===== src/rtl/mul_share_arbiter_if.sv =====
// Requester-side bundle for mul_share_arbiter: packed request and response
// handshakes, requester i at [i*DATA_LEN +: DATA_LEN].
interface mul_share_arbiter_if #(
   parameter int NUM_REQ  = 4,
   parameter int DATA_LEN = 32
);
   logic [NUM_REQ-1:0]          req_valid;
   logic [NUM_REQ-1:0]          req_ready;
   logic [NUM_REQ*DATA_LEN-1:0] req_a;
   logic [NUM_REQ*DATA_LEN-1:0] req_b;
   logic [NUM_REQ-1:0]          rsp_valid;
   logic [NUM_REQ-1:0]          rsp_ready;
   logic [NUM_REQ*DATA_LEN-1:0] rsp_result;

   modport master (
      output req_valid, req_a, req_b, rsp_ready,
      input  req_ready, rsp_valid, rsp_result
   );

   modport slave (
      input  req_valid, req_a, req_b, rsp_ready,
      output req_ready, rsp_valid, rsp_result
   );
endinterface


===== src/rtl/mul_share_arbiter.sv =====
// Round-robin sharing of one fixed-latency pipelined multiplier between NUM_REQ
// requesters; a tag pipe follows each op so its product returns to its owner.
module mul_share_arbiter #(
   parameter int NUM_REQ     = 4,
   parameter int DATA_LEN    = 32,
   parameter int MUL_LATENCY = 2
) (
   input  logic                clk,
   input  logic                reset_n,
   mul_share_arbiter_if.slave  bus,
   input  logic                flush,
   output logic                mul_reset,
   output logic [DATA_LEN-1:0] mul_a,
   output logic [DATA_LEN-1:0] mul_b,
   input  logic [DATA_LEN-1:0] mul_result,
   output logic                busy,
   output logic [31:0]         issue_count
);
   localparam int ID_W  = (NUM_REQ > 1) ? $clog2(NUM_REQ) : 1;
   localparam int DEPTH = MUL_LATENCY + 1;

   typedef logic [ID_W-1:0] id_t;
   typedef logic [ID_W:0]   idx_t;
   typedef struct packed {
      logic valid;
      id_t  id;
   } tag_t;

   tag_t                tag_pipe [DEPTH];
   logic [DATA_LEN-1:0] rsp_data [NUM_REQ];
   logic [NUM_REQ-1:0]  inflight;
   logic [NUM_REQ-1:0]  rsp_valid_q;
   logic [NUM_REQ-1:0]  eligible;
   logic [NUM_REQ-1:0]  grant;
   id_t                 rr_ptr;
   id_t                 grant_id;
   id_t                 next_ptr;
   idx_t                idx;
   logic                issue;
   logic                deliver;
   tag_t                exit_tag;
   logic [DATA_LEN-1:0] sel_a;
   logic [DATA_LEN-1:0] sel_b;

   // One op outstanding per requester, so a returning product always has a free slot.
   assign eligible = bus.req_valid & ~inflight & ~rsp_valid_q & {NUM_REQ{~flush}};

   // NOTE: every always_comb output gets a default first so no latch is inferred.
   always_comb begin
      issue    = 1'b0;
      grant_id = '0;
      idx      = '0;
      // Walking the offsets downwards lets the closest eligible requester win.
      for (int off = NUM_REQ - 1; off >= 0; off--) begin
         idx = {1'b0, rr_ptr} + idx_t'(off);
         if (idx >= idx_t'(NUM_REQ)) begin
            idx = idx - idx_t'(NUM_REQ);
         end
         if (eligible[idx[ID_W-1:0]]) begin
            issue    = 1'b1;
            grant_id = idx[ID_W-1:0];
         end
      end
      grant = '0;
      if (issue) begin
         grant[grant_id] = 1'b1;
      end
   end

   assign next_ptr = (grant_id == id_t'(NUM_REQ - 1)) ? '0 : grant_id + 1'b1;
   assign sel_a    = bus.req_a[grant_id*DATA_LEN +: DATA_LEN];
   assign sel_b    = bus.req_b[grant_id*DATA_LEN +: DATA_LEN];
   assign exit_tag = tag_pipe[MUL_LATENCY];
   assign deliver  = exit_tag.valid & ~flush;

   // NOTE: sequential state uses non-blocking assignments only, so every register
   // samples the pre-edge values regardless of statement order.
   always_ff @(posedge clk or negedge reset_n) begin
      if (!reset_n) begin
         mul_reset   <= 1'b1;
         mul_a       <= '0;
         mul_b       <= '0;
         rr_ptr      <= '0;
         issue_count <= '0;
         for (int s = 0; s < DEPTH; s++) begin
            tag_pipe[s] <= '0;
         end
      end else begin
         mul_reset <= flush;
         if (issue) begin
            mul_a       <= sel_a;
            mul_b       <= sel_b;
            tag_pipe[0] <= '{valid: 1'b1, id: grant_id};
            rr_ptr      <= next_ptr;
            issue_count <= issue_count + 32'd1;
         end else begin
            mul_a       <= '0;
            mul_b       <= '0;
            tag_pipe[0] <= '0;
         end
         for (int s = 1; s < DEPTH; s++) begin
            tag_pipe[s] <= flush ? '0 : tag_pipe[s-1];
         end
      end
   end

   // NOTE: the result storage is reset too, so a reset leaves no stale product visible.
   always_ff @(posedge clk or negedge reset_n) begin
      if (!reset_n) begin
         inflight    <= '0;
         rsp_valid_q <= '0;
         for (int r = 0; r < NUM_REQ; r++) begin
            rsp_data[r] <= '0;
         end
      end else begin
         for (int r = 0; r < NUM_REQ; r++) begin
            if (flush) begin
               inflight[r] <= 1'b0;
            end else if (issue && grant_id == id_t'(r)) begin
               inflight[r] <= 1'b1;
            end else if (exit_tag.valid && exit_tag.id == id_t'(r)) begin
               inflight[r] <= 1'b0;
            end

            if (deliver && exit_tag.id == id_t'(r)) begin
               rsp_valid_q[r] <= 1'b1;
               rsp_data[r]    <= mul_result;
            end else if (rsp_valid_q[r] && bus.rsp_ready[r]) begin
               rsp_valid_q[r] <= 1'b0;
            end
         end
      end
   end

   for (genvar r = 0; r < NUM_REQ; r++) begin : g_rsp
      assign bus.rsp_result[r*DATA_LEN +: DATA_LEN] = rsp_data[r];
   end

   // Ready is masked during reset so a held req_valid cannot show a grant.
   assign bus.req_ready = grant & {NUM_REQ{reset_n}};
   assign bus.rsp_valid = rsp_valid_q;
   assign busy          = (|inflight) | (|rsp_valid_q);
endmodule


===== src/flat_wrapper.sv =====
// flat-port wrapper written by rule: the top's interface ports become plain ports
module mul_share_arbiter_flat 
#(
   parameter int NUM_REQ     = 4,
   parameter int DATA_LEN    = 32,
   parameter int MUL_LATENCY = 2
)
  (clk, reset_n, flush, mul_reset, mul_a, mul_b, mul_result, busy, issue_count, bus_req_valid, bus_req_a, bus_req_b, bus_rsp_ready, bus_req_ready, bus_rsp_valid, bus_rsp_result);
  mul_share_arbiter_if #(.NUM_REQ(NUM_REQ), .DATA_LEN(DATA_LEN)) bus_i ();
  input  logic clk;
  input  logic reset_n;
  input  logic flush;
  output logic mul_reset;
  output logic [DATA_LEN-1:0] mul_a;
  output logic [DATA_LEN-1:0] mul_b;
  input  logic [DATA_LEN-1:0] mul_result;
  output logic busy;
  output logic [31:0] issue_count;
  input wire logic [$bits(bus_i.req_valid)-1:0] bus_req_valid;
  input wire logic [$bits(bus_i.req_a)-1:0] bus_req_a;
  input wire logic [$bits(bus_i.req_b)-1:0] bus_req_b;
  input wire logic [$bits(bus_i.rsp_ready)-1:0] bus_rsp_ready;
  output wire logic [$bits(bus_i.req_ready)-1:0] bus_req_ready;
  output wire logic [$bits(bus_i.rsp_valid)-1:0] bus_rsp_valid;
  output wire logic [$bits(bus_i.rsp_result)-1:0] bus_rsp_result;
  assign bus_i.req_valid = bus_req_valid;
  assign bus_i.req_a = bus_req_a;
  assign bus_i.req_b = bus_req_b;
  assign bus_i.rsp_ready = bus_rsp_ready;
  assign bus_req_ready = bus_i.req_ready;
  assign bus_rsp_valid = bus_i.rsp_valid;
  assign bus_rsp_result = bus_i.rsp_result;
  mul_share_arbiter #(.NUM_REQ(NUM_REQ), .DATA_LEN(DATA_LEN), .MUL_LATENCY(MUL_LATENCY)) u_core (.clk(clk), .reset_n(reset_n), .bus(bus_i), .flush(flush), .mul_reset(mul_reset), .mul_a(mul_a), .mul_b(mul_b), .mul_result(mul_result), .busy(busy), .issue_count(issue_count));
endmodule

===== config.mk =====
export PLATFORM = sky130hd
export DESIGN_NAME = mul_share_arbiter_flat
export DESIGN_NICKNAME = d
export VERILOG_FILES = /design/src/rtl/mul_share_arbiter_if.sv /design/src/rtl/mul_share_arbiter.sv /design/src/flat_wrapper.sv
export SDC_FILE = /design/constraint.sdc
export NUM_CORES = 1
export LEC_CHECK = 0
export BUFFER_PORTS_ARGS = -buffer_cell sky130_fd_sc_hd__buf_2
export CAP_MARGIN = 20
export CORE_AREA = 2 2 210 212
export DETAILED_ROUTE_END_ITERATION = 8
export DIE_AREA = 0 0 212 214
export GPL_TIMING_DRIVEN = 1
export PLACE_DENSITY = 0.48
export SYNTH_ARGS = -nofsm -noshare
export SYNTH_HDL_FRONTEND = slang
export SYNTH_SLANG_ARGS = --single-unit

===== constraint.sdc =====
create_clock -name clk -period 4.78 [get_ports clk]
set_input_delay 0 -clock clk [delete_from_list [all_inputs] [get_ports clk]]
set_output_delay 0 -clock clk [all_outputs]
set_load 0.05 [all_outputs]

==> results.txt, run 1 <==
Status - finished clean
Row cnt - 76
Number of clock sinks - 244
1st-pass router iterations - 4
CP Class - flop to flop
Combinational Power Share - 0.447
Final WL - 37770 um
Initial antenna violation count - 4
Final Instance Area - 0.01715 mm2
Clock network fraction of total power - 0.252
# setup viols final - 0
Netlist Area Pre-Place - 0.01059 mm2
RSZ-0062 raised after global routing - no
IO Count - 533
Synth Area in Simple Gates - 0.04986
Synth Register Bits - 244
PD cells - 541.7 mW/mm2
Fin crit share - 0.8717
Syn_area_per_cell - 13.90 um2
Slew HR - 0.2703
Maxcap violations - 0
Die H - 214 um
Setup crit start kind - flop
Remaining DRCs - 0
Complex-gate fraction of the synthesized area - 0.05139
CP Capture Type - flop
Num CTS Buffers - 29
Final antenna-violating net count - 0
First-pass GRT wire length - 56830 um
Starting density of the core - 0.2469
Net switching power - 3891 uW
Count leader, synth - dfrtp_1
Post-CTS Hold Buffers - 232
R2r worst-path depth - 8
Sequential element share of the synthesized area - 0.5767
CP Max Fanout - 89
Worst EP arrival - 4.61 ns
Core ar. - 0.04289 mm2
Area contributors post-synth - dfrtp_1, mux2_2, mux2i_1
Total gr overflow - 0
Yosys Warn Count - 0
Post-cts sizing count - 0
Gpl congestion - 0.8722
Synth async-reset ratio - 1.000
Main combinational cell family by area after synthesis - multiplexers
Full die area - 0.04537 mm2
Worst Tran Pin Value - 1.094 ns
Hpwl dp - 27050 um
Vias in the first global route - 9640
Grt peak-use layer - met2
Via count - 9219
Maximum vdd ir drop - 249.8 uV
Largest net degree at the start of global routing - 167
Synth top area share - 0.5742
Hold Path Cell Cnt - 4
Post-CTS Setup Inserts - 0
Unique masters post-synth - 47
Post-synth EDFFs - 0
Setup TNS - 0 ns
Nets@finish - 1819
H-tree depth - 1
Switching share of power - 0.4188
Synth Flop Type - dfrtp_1
Placed cell areas - 0.01380 mm2
Post-synthesis mux area share - 0.2591
Via-to-Cell Ratio - 4.336
Max Clock Skew - 0.01149 ns
Share of cells above drive strength 1 - 0.4773
Internal power - 5399 uW
GRT Util Overall - 0.1610
Critical Path RT - 5.22 ns
Met1 GRT Util - 0.1895
FMAX - 240.0 MHz
Leakage - 0.009122 uW
CTS tree - built
Max Root-Sink Buffers - 3
Synthesized instance count - 762
Syn Nets - 1063
Skew-Pair Late Insertion Delay - 0.56 ns
Adder-Cell Fraction of Synth Area - 0.002363
Min cycle time layout - 4.167 ns
Clock transition at the registers of the reported paths - 0.06 ns
Wire per inst - 17.77 um
Root buffer cell - clkbuf_16
Final Slew Violations - 0
Area Overhead vs Synth - 61.93%
R2R Setup Slk - 0.61 ns
Met3 usage - 0.03592
Largest area contributor in the netlist - dfrtp_1
M2 GR Usage - 0.2911
DR iter-0 viols - 396
Commonest cells in the netlist - dfrtp_1, mux2_2, mux2i_1, o22ai_1, xnor2_1
Xor and xnor area share after synthesis - 0.02564
Port-buffer cells - 532
Sequential power share - 0.301
Hold Fails Final Rpt - 0
Die width - 212 um
HP Class - input port to flop
==> per-stage QoR <==
step / util / hold slack (ns) / cells / setup WS, ns / power [uW]
3_3_place_gp: 0.3217 / 0.02510 / 1840 / 1.623 / 6504
4_1_cts: 0.3998 / 0.004957 / 2125 / 0.6807 / 9389
5_1_grt: 0.3999 / 0.04214 / 2126 / 0.4341 / 9723
6_report: 0.3999 / 0.03101 / 2126 / 0.6135 / 9290
3_5_place_dp: 0.3217 / 0.02370 / 1840 / 1.607 / 6532
2_1_floorplan: - / -0.2956 / 762 / 1.779 / 5540
==> final timing paths <==
check / startpoint / end
min in group asynchronous: reset_n / u_core.mul_b[23]$_DFF_PN0_
max: u_core.bus.rsp_valid[1]$_DFFE_PN0P_ / u_core.mul_b[20]$_DFF_PN0_
max in group asynchronous: reset_n / u_core.bus.rsp_result[125]$_DFFE_PN0P_
min reg2reg: u_core.tag_pipe[7]$_DFF_PN0_ / u_core.tag_pipe[4]$_DFF_PN0_
max reg2reg: u_core.bus.rsp_valid[1]$_DFFE_PN0P_ / u_core.mul_b[20]$_DFF_PN0_
min: bus_req_valid[0] / u_core.rr_ptr[0]$_DFFE_PN0N_
==> per-layer routing <==
metal,vias up,share of wire,wire [um]
met5,-,0.00071,27
met4,4,0.023,885
met3,56,0.069,2589
met2,358,0.51,19120
met1,4502,0.40,15150
li1,4299,-,-
==> cell usage in the layout (no fill, tap or decap), types with 7 or more instances in the layout <==
cell type      instances
nand4_1               10
dfrtp_1              243
buf_4                  7
nand3_1               15
nand2_1               11
inv_1                  7
buf_2                531
mux2i_1              129
nor2_1                 9
o22ai_1               65
dlygate4sd3_1        232
clkbuf_16             29
and3_1                 7
mux2_2               129
clkbuf_8               7
xnor2_1               25
==> power by group through the flow <==
stage	logic [uW]	registers, uW	clock network [uW]
5_1_grt	4350	2870	2510
2_1_floorplan	1080	4460	0
3_3_place_gp	3670	2830	0
6_report	4150	2800	2340
3_5_place_dp	3690	2840	0
4_1_cts	4170	2800	2410
==> registers in the layout, indices dropped and copies added (netlist names) <==
register	count
u_core.bus.rsp_result	128
u_core.issue_count	32
u_core.mul_a	32
u_core.mul_b	32
u_core.tag_pipe	6
u_core.bus.rsp_valid	4
u_core.inflight	4
u_core.exit_tag	3
u_core.rr_ptr	2
u_core.mul_reset	1
==> cells by family (layout without fill, tap and decap cells) <==
logic type	Yosys count	in the layout
mux	258	258
buf+inv	58	836
flops	244	244
fa+ha+maj	2	2
compound gates	83	83
simple gates	86	86
xor+xnor	31	31
other cells	0	1
==> critical path: stages (launching register included) <==
cell and delay (ns):
dfrtp_1 0.43, nor4b_2 0.50, a211oi_1 0.15, o32ai_4 0.76, buf_12 0.48, mux2i_1 0.26, dlygate4sd3_1 0.58, o22ai_1 0.08
dlygate4sd3_1 0.60
==> area by class of cell <==
type / count / area (um2)
diodes: 1 / 2.502
multi-input cells: 460 / 4149
repair buffers: 773 / 5087
inverters: 10 / 42.54
fillers: 4177 / 25740
flip-flops and latches: 244 / 6107
well taps: 585 / 732.0
clock buffers: 39 / 833.3
clock inverters: 14 / 195.2
No activity file was read; power rests on OpenSTA's default activity.
==> run 2: changes to the inputs <==
==> constraint.sdc (replaced) <==
create_clock -name clk -period 5.05 [get_ports clk]
set_input_delay 0 -clock clk [delete_from_list [all_inputs] [get_ports clk]]
set_output_delay 0 -clock clk [all_outputs]
set_load 0.05 [all_outputs]
==> results.txt, run 2 (synthesis results as in run 1) <==
H-tree depth - 1
Core ar. - 0.04289 mm2
HP Class - input port to asynchronous set/reset pin
Nets@finish - 1819
Total gr overflow - 0
Maxcap violations - 0
Via-to-Cell Ratio - 4.311
Setup crit start kind - flop
Port-buffer cells - 532
IO Count - 533
Internal power - 5084 uW
Wire per inst - 17.54 um
Slew HR - 0.2903
GRT Util Overall - 0.1595
Area Overhead vs Synth - 61.79%
Min cycle time layout - 3.659 ns
Largest net degree at the start of global routing - 167
Switching share of power - 0.4187
Clock network fraction of total power - 0.249
PD cells - 510.5 mW/mm2
Die width - 212 um
Worst EP arrival - 3.66 ns
Skew-Pair Late Insertion Delay - 0.57 ns
CTS tree - built
Number of clock sinks - 244
Final antenna-violating net count - 0
Hold Fails Final Rpt - 0
Gpl congestion - 0.8625
Commonest non-fill, non-tap cell in the layout - buf_2
Final Slew Violations - 0
Status - finished clean
Max Root-Sink Buffers - 3
Vias in the first global route - 9676
Max reg flops - 128
Post-cts sizing count - 0
Sequential power share - 0.303
Post-CTS Hold Buffers - 232
Via count - 9186
Most frequent cells in the layout - buf_2, dfrtp_1, dlygate4sd3_1
Setup TNS - 0 ns
Combinational Power Share - 0.448
Maximum vdd ir drop - 215.9 uV
Starting density of the core - 0.2469
Row cnt - 76
Clock transition at the registers of the reported paths - 0.06 ns
Leakage - 0.009095 uW
Remaining DRCs - 0
Worst Tran Pin Value - 1.065 ns
Full die area - 0.04537 mm2
Fin crit share - 0.7246
Filler cell count in the final layout - 4231
RSZ-0062 raised after global routing - no
Root buffer cell - clkbuf_16
Post-CTS Setup Inserts - 0
Hpwl dp - 27080 um
Die H - 214 um
First-pass GRT wire length - 56400 um
Share of cells above drive strength 1 - 0.4724
CP Capture Type - output pin
Max Clock Skew - 0.009527 ns
Crit-path max cell delay - 0.57 ns
Slowest cell on crit path - or4b_1
Num CTS Buffers - 30
Critical Path RT - 5.05 ns
Buffer and inverter count on the worst path - 2
1st-pass router iterations - 4
CP Class - flop to output pin
Final WL - 37390 um
DR iter-0 viols - 389
Worst path top cell family by delay - simple AND/OR/NAND/NOR gates
Critical-path cell list - or4b_1, or3_1, o221a_4, inv_6, nand2_4, nor3_1, buf_2
# setup viols final - 0
Initial antenna violation count - 6
CP Max Fanout - 69
Net switching power - 3662 uW
FMAX - 273.3 MHz
Power Total - 8746 uW
run 2: changes by cell type in the layout (fill, tap and decap cells not counted), sizes merged:
cell	delta
buf	-1
bufinv	-1
clkbuf	+8
clkinv	-4
diode	+4
inv	-1
run 2: area by class of cell:
| type | instances | area [um2] | area share |
|---|---|---|---|
| multi-input cells | 460 | 4149 | 0.2422 |
| well taps | 585 | 732.0 | 0.04272 |
| flip-flops and latches | 244 | 6107 | 0.3564 |
| diodes | 5 | 12.51 | 0.0007302 |
| clock inverters | 8 | 136.4 | 0.007960 |
| repair buffers | 772 | 5080 | 0.2965 |
| clock buffers | 47 | 874.6 | 0.05104 |
| inverters | 10 | 42.54 | 0.002483 |
run 2: metrics by stage:
| step | worst slack [ns] | area [um2] | hold slack, ns | utilization | cells |
|---|---|---|---|---|---|
| 3_3_place_gp | 1.826 | 13790 | 0.01800 | 0.3215 | 1839 |
| 3_5_place_dp | 1.871 | 13790 | 0.02438 | 0.3215 | 1839 |
| 6_report | 1.391 | 17130 | 0.03188 | 0.3995 | 2131 |
| 2_1_floorplan | 2.049 | 10590 | -0.2956 | - | 762 |
| 4_1_cts | 1.244 | 17120 | 0.002652 | 0.3992 | 2126 |
| 5_1_grt | 1.116 | 17130 | 0.03320 | 0.3993 | 2128 |
run 2: power by group through the flow:
| stage | registers, uW | clock network (uW) | logic, uW |
|---|---|---|---|
| 5_1_grt | 2710 | 2350 | 4120 |
| 4_1_cts | 2660 | 2260 | 3950 |
| 6_report | 2650 | 2170 | 3920 |
| 3_5_place_dp | 2690 | 0 | 3490 |
| 2_1_floorplan | 4220 | 0 | 1030 |
| 3_3_place_gp | 2680 | 0 | 3480 |
run 2: final timing paths:
check	endpoint	slack, ns	depth (start not counted)	startpoint
setup / recovery	bus_req_ready[0]	1.39	7	u_core.inflight[2]$_DFFE_PN0P_
max in group asynchronous	u_core.bus.rsp_result[23]$_DFFE_PN0P_	3.60	3	reset_n
hold reg to reg	u_core.exit_tag[1]$_DFF_PN0_	0.46	1	u_core.tag_pipe[4]$_DFF_PN0_
setup reg to reg	u_core.mul_b[28]$_DFF_PN0_	1.41	8	u_core.inflight[1]$_DFFE_PN0P_
min in group clk	u_core.rr_ptr[0]$_DFFE_PN0N_	0.03	4	bus_req_valid[0]
hold / removal	u_core.mul_b[27]$_DFF_PN0_	0.03	2	reset_n
run 2: per-layer routing:
layer / track usage / vias up / wire length (um)
li1: - / 4309 / -
met4: 0.04953 / 2 / 1082
met5: 0 / - / 13
met3: 0.04193 / 63 / 2542
met1: 0.1891 / 4452 / 15190
met2: 0.2798 / 360 / 18550
==> run 3: changes to the inputs <==
==> constraint.sdc (replaced) <==
create_clock -name clk -period 3.5 [get_ports clk]
set_input_delay 0 -clock clk [delete_from_list [all_inputs] [get_ports clk]]
set_output_delay 0 -clock clk [all_outputs]
set_load 0.05 [all_outputs]
==> results.txt, run 3 (synthesis results as in run 1) <==
Total gr overflow - 0
Row cnt - 76
Via count - 9730
Crit path depth - 9
Root buffer cell - clkbuf_16
Num CTS Buffers - 29
Final WL - 40570 um
Die width - 212 um
First-pass GRT wire length - 61840 um
Gpl congestion - 0.8552
Maximum vdd ir drop - 311.1 uV
Max Clock Skew - 0.01401 ns
Placed cell areas - 0.01385 mm2
Finished Layout Cells - 2193
Critical-path cell list - nor4b_4, a211oi_2, o32ai_4, buf_12, buf_4, mux2i_1, dlygate4sd3_1, o22ai_1, dlygate4sd3_1
Vias in the first global route - 10706
Min cycle time layout - 3.378 ns
Maxcap violations - 0
Most frequent cells in the layout - buf_2, dlygate4sd3_1, dfrtp_1
Filler cell count in the final layout - 4082
Skew-Pair Late Insertion Delay - 0.56 ns
Buffer and inverter count on the worst path - 4
Fin crit share - 0.9652
Setup crit start kind - flop
Critical Path RT - 3.94 ns
# placed instances - 1846
Commonest non-fill, non-tap cell in the layout - buf_2
Area Overhead vs Synth - 66.84%
Setup TNS - 0 ns
Via-to-Cell Ratio - 4.437
Starting density of the core - 0.2469
H-tree depth - 1
R2r worst-path depth - 9
DR iter-0 viols - 516
Worst path top cell family by delay - buffers and inverters
Share of cells above drive strength 1 - 0.4573
Largest net degree at the start of global routing - 123
Full die area - 0.04537 mm2
1st-pass router iterations - 4
Wire per inst - 18.50 um
Hold Fails Final Rpt - 0
Leakage - 0.009265 uW
GRT Util Overall - 0.1753
FMAX - 296.0 MHz
Slew HR - 0.2944
IO Count - 533
PD cells - 696.2 mW/mm2
Nets@finish - 1885
Port-buffer cells - 532
Worst EP arrival - 3.82 ns
Hpwl dp - 27090 um
CP Class - flop to flop
Initial antenna violation count - 5
Die H - 214 um
Max reg flops - 128
CP dominant cell by count - dlygate4sd3_1
Slowest cell on crit path - dlygate4sd3_1
Number of clock sinks - 244
Final Slew Violations - 0
Status - finished clean
Max Root-Sink Buffers - 3
Final Instance Area - 0.01767 mm2
Clock transition at the registers of the reported paths - 0.06 ns
# setup viols final - 0
HP Class - input port to asynchronous set/reset pin
Crit-path max cell delay - 0.59 ns
Remaining DRCs - 0
Final antenna-violating net count - 0
CP Capture Type - flop
CP Max Fanout - 21
Worst Tran Pin Value - 1.055 ns
Core ar. - 0.04289 mm2
CTS tree - built
## run 3: layout make-up
cell class | count | area (um2) | share of cell area
clock buffers | 46 | 829.5 | 0.04695
clock inverters | 6 | 48.80 | 0.002762
multi-input cells | 460 | 4163 | 0.2356
flip-flops and latches | 244 | 6107 | 0.3457
inverters | 10 | 42.54 | 0.002408
well taps | 585 | 732.0 | 0.04143
repair buffers | 839 | 5738 | 0.3248
diodes | 3 | 7.507 | 0.0004249
## run 3: path summary, 6_finish.rpt
path                                                startpoint                                    end  slack (ns)
min reg2reg                       u_core.tag_pipe[4]$_DFF_PN0_           u_core.exit_tag[1]$_DFF_PN0_        0.46
min in group clk                              bus_req_valid[2]           u_core.rr_ptr[0]$_DFFE_PN0N_        0.12
max reg2reg                u_core.bus.rsp_valid[0]$_DFFE_PN0P_             u_core.mul_a[19]$_DFF_PN0_        0.12
max                        u_core.bus.rsp_valid[0]$_DFFE_PN0P_             u_core.mul_a[19]$_DFF_PN0_        0.12
max in group asynchronous                              reset_n     u_core.issue_count[31]$_DFFE_PN0N_        2.30
min                                                    reset_n  u_core.bus.rsp_result[50]$_DFFE_PN0P_        0.04
## run 3: report_power, final
group          switching, uW  total (uW)  internal [uW]  leakage (uW)
combinational           3770        5660           1890       0.00566
sequential               343        3830           3490       0.00319
clock                   1190        2810           1620      0.000415
## run 3: repair_timing
| item | 4_1_cts | 5_1_grt |
|---|---|---|
| endpoints found under the hold margin | 278 | 0 |
| resized for setup | 0 | 2 |
| setup endpoints to repair | 0 | 14 |
| hold buffers | 289 | 0 |
| buffers inserted | 0 | 3 |
## run 3: through the flow
step	util	total power (uW)	hold slack (ns)	worst slack [ns]
floorplan	-	7566	-0.2956	0.4985
global placement	0.3230	8921	0.01874	0.8508
detailed placement	0.3230	8948	0.02637	0.6966
CTS	0.4110	12410	0.03378	0.02237
global route	0.4119	12920	0.06911	-0.01928
finish	0.4120	12300	0.03723	0.1218
## run 3: metal layers
layer	share of wire	global-route usage
met1	0.39	0.2026
met2	0.50	0.3133
met5	0.00067	0
met4	0.030	0.06150
met3	0.072	0.04193
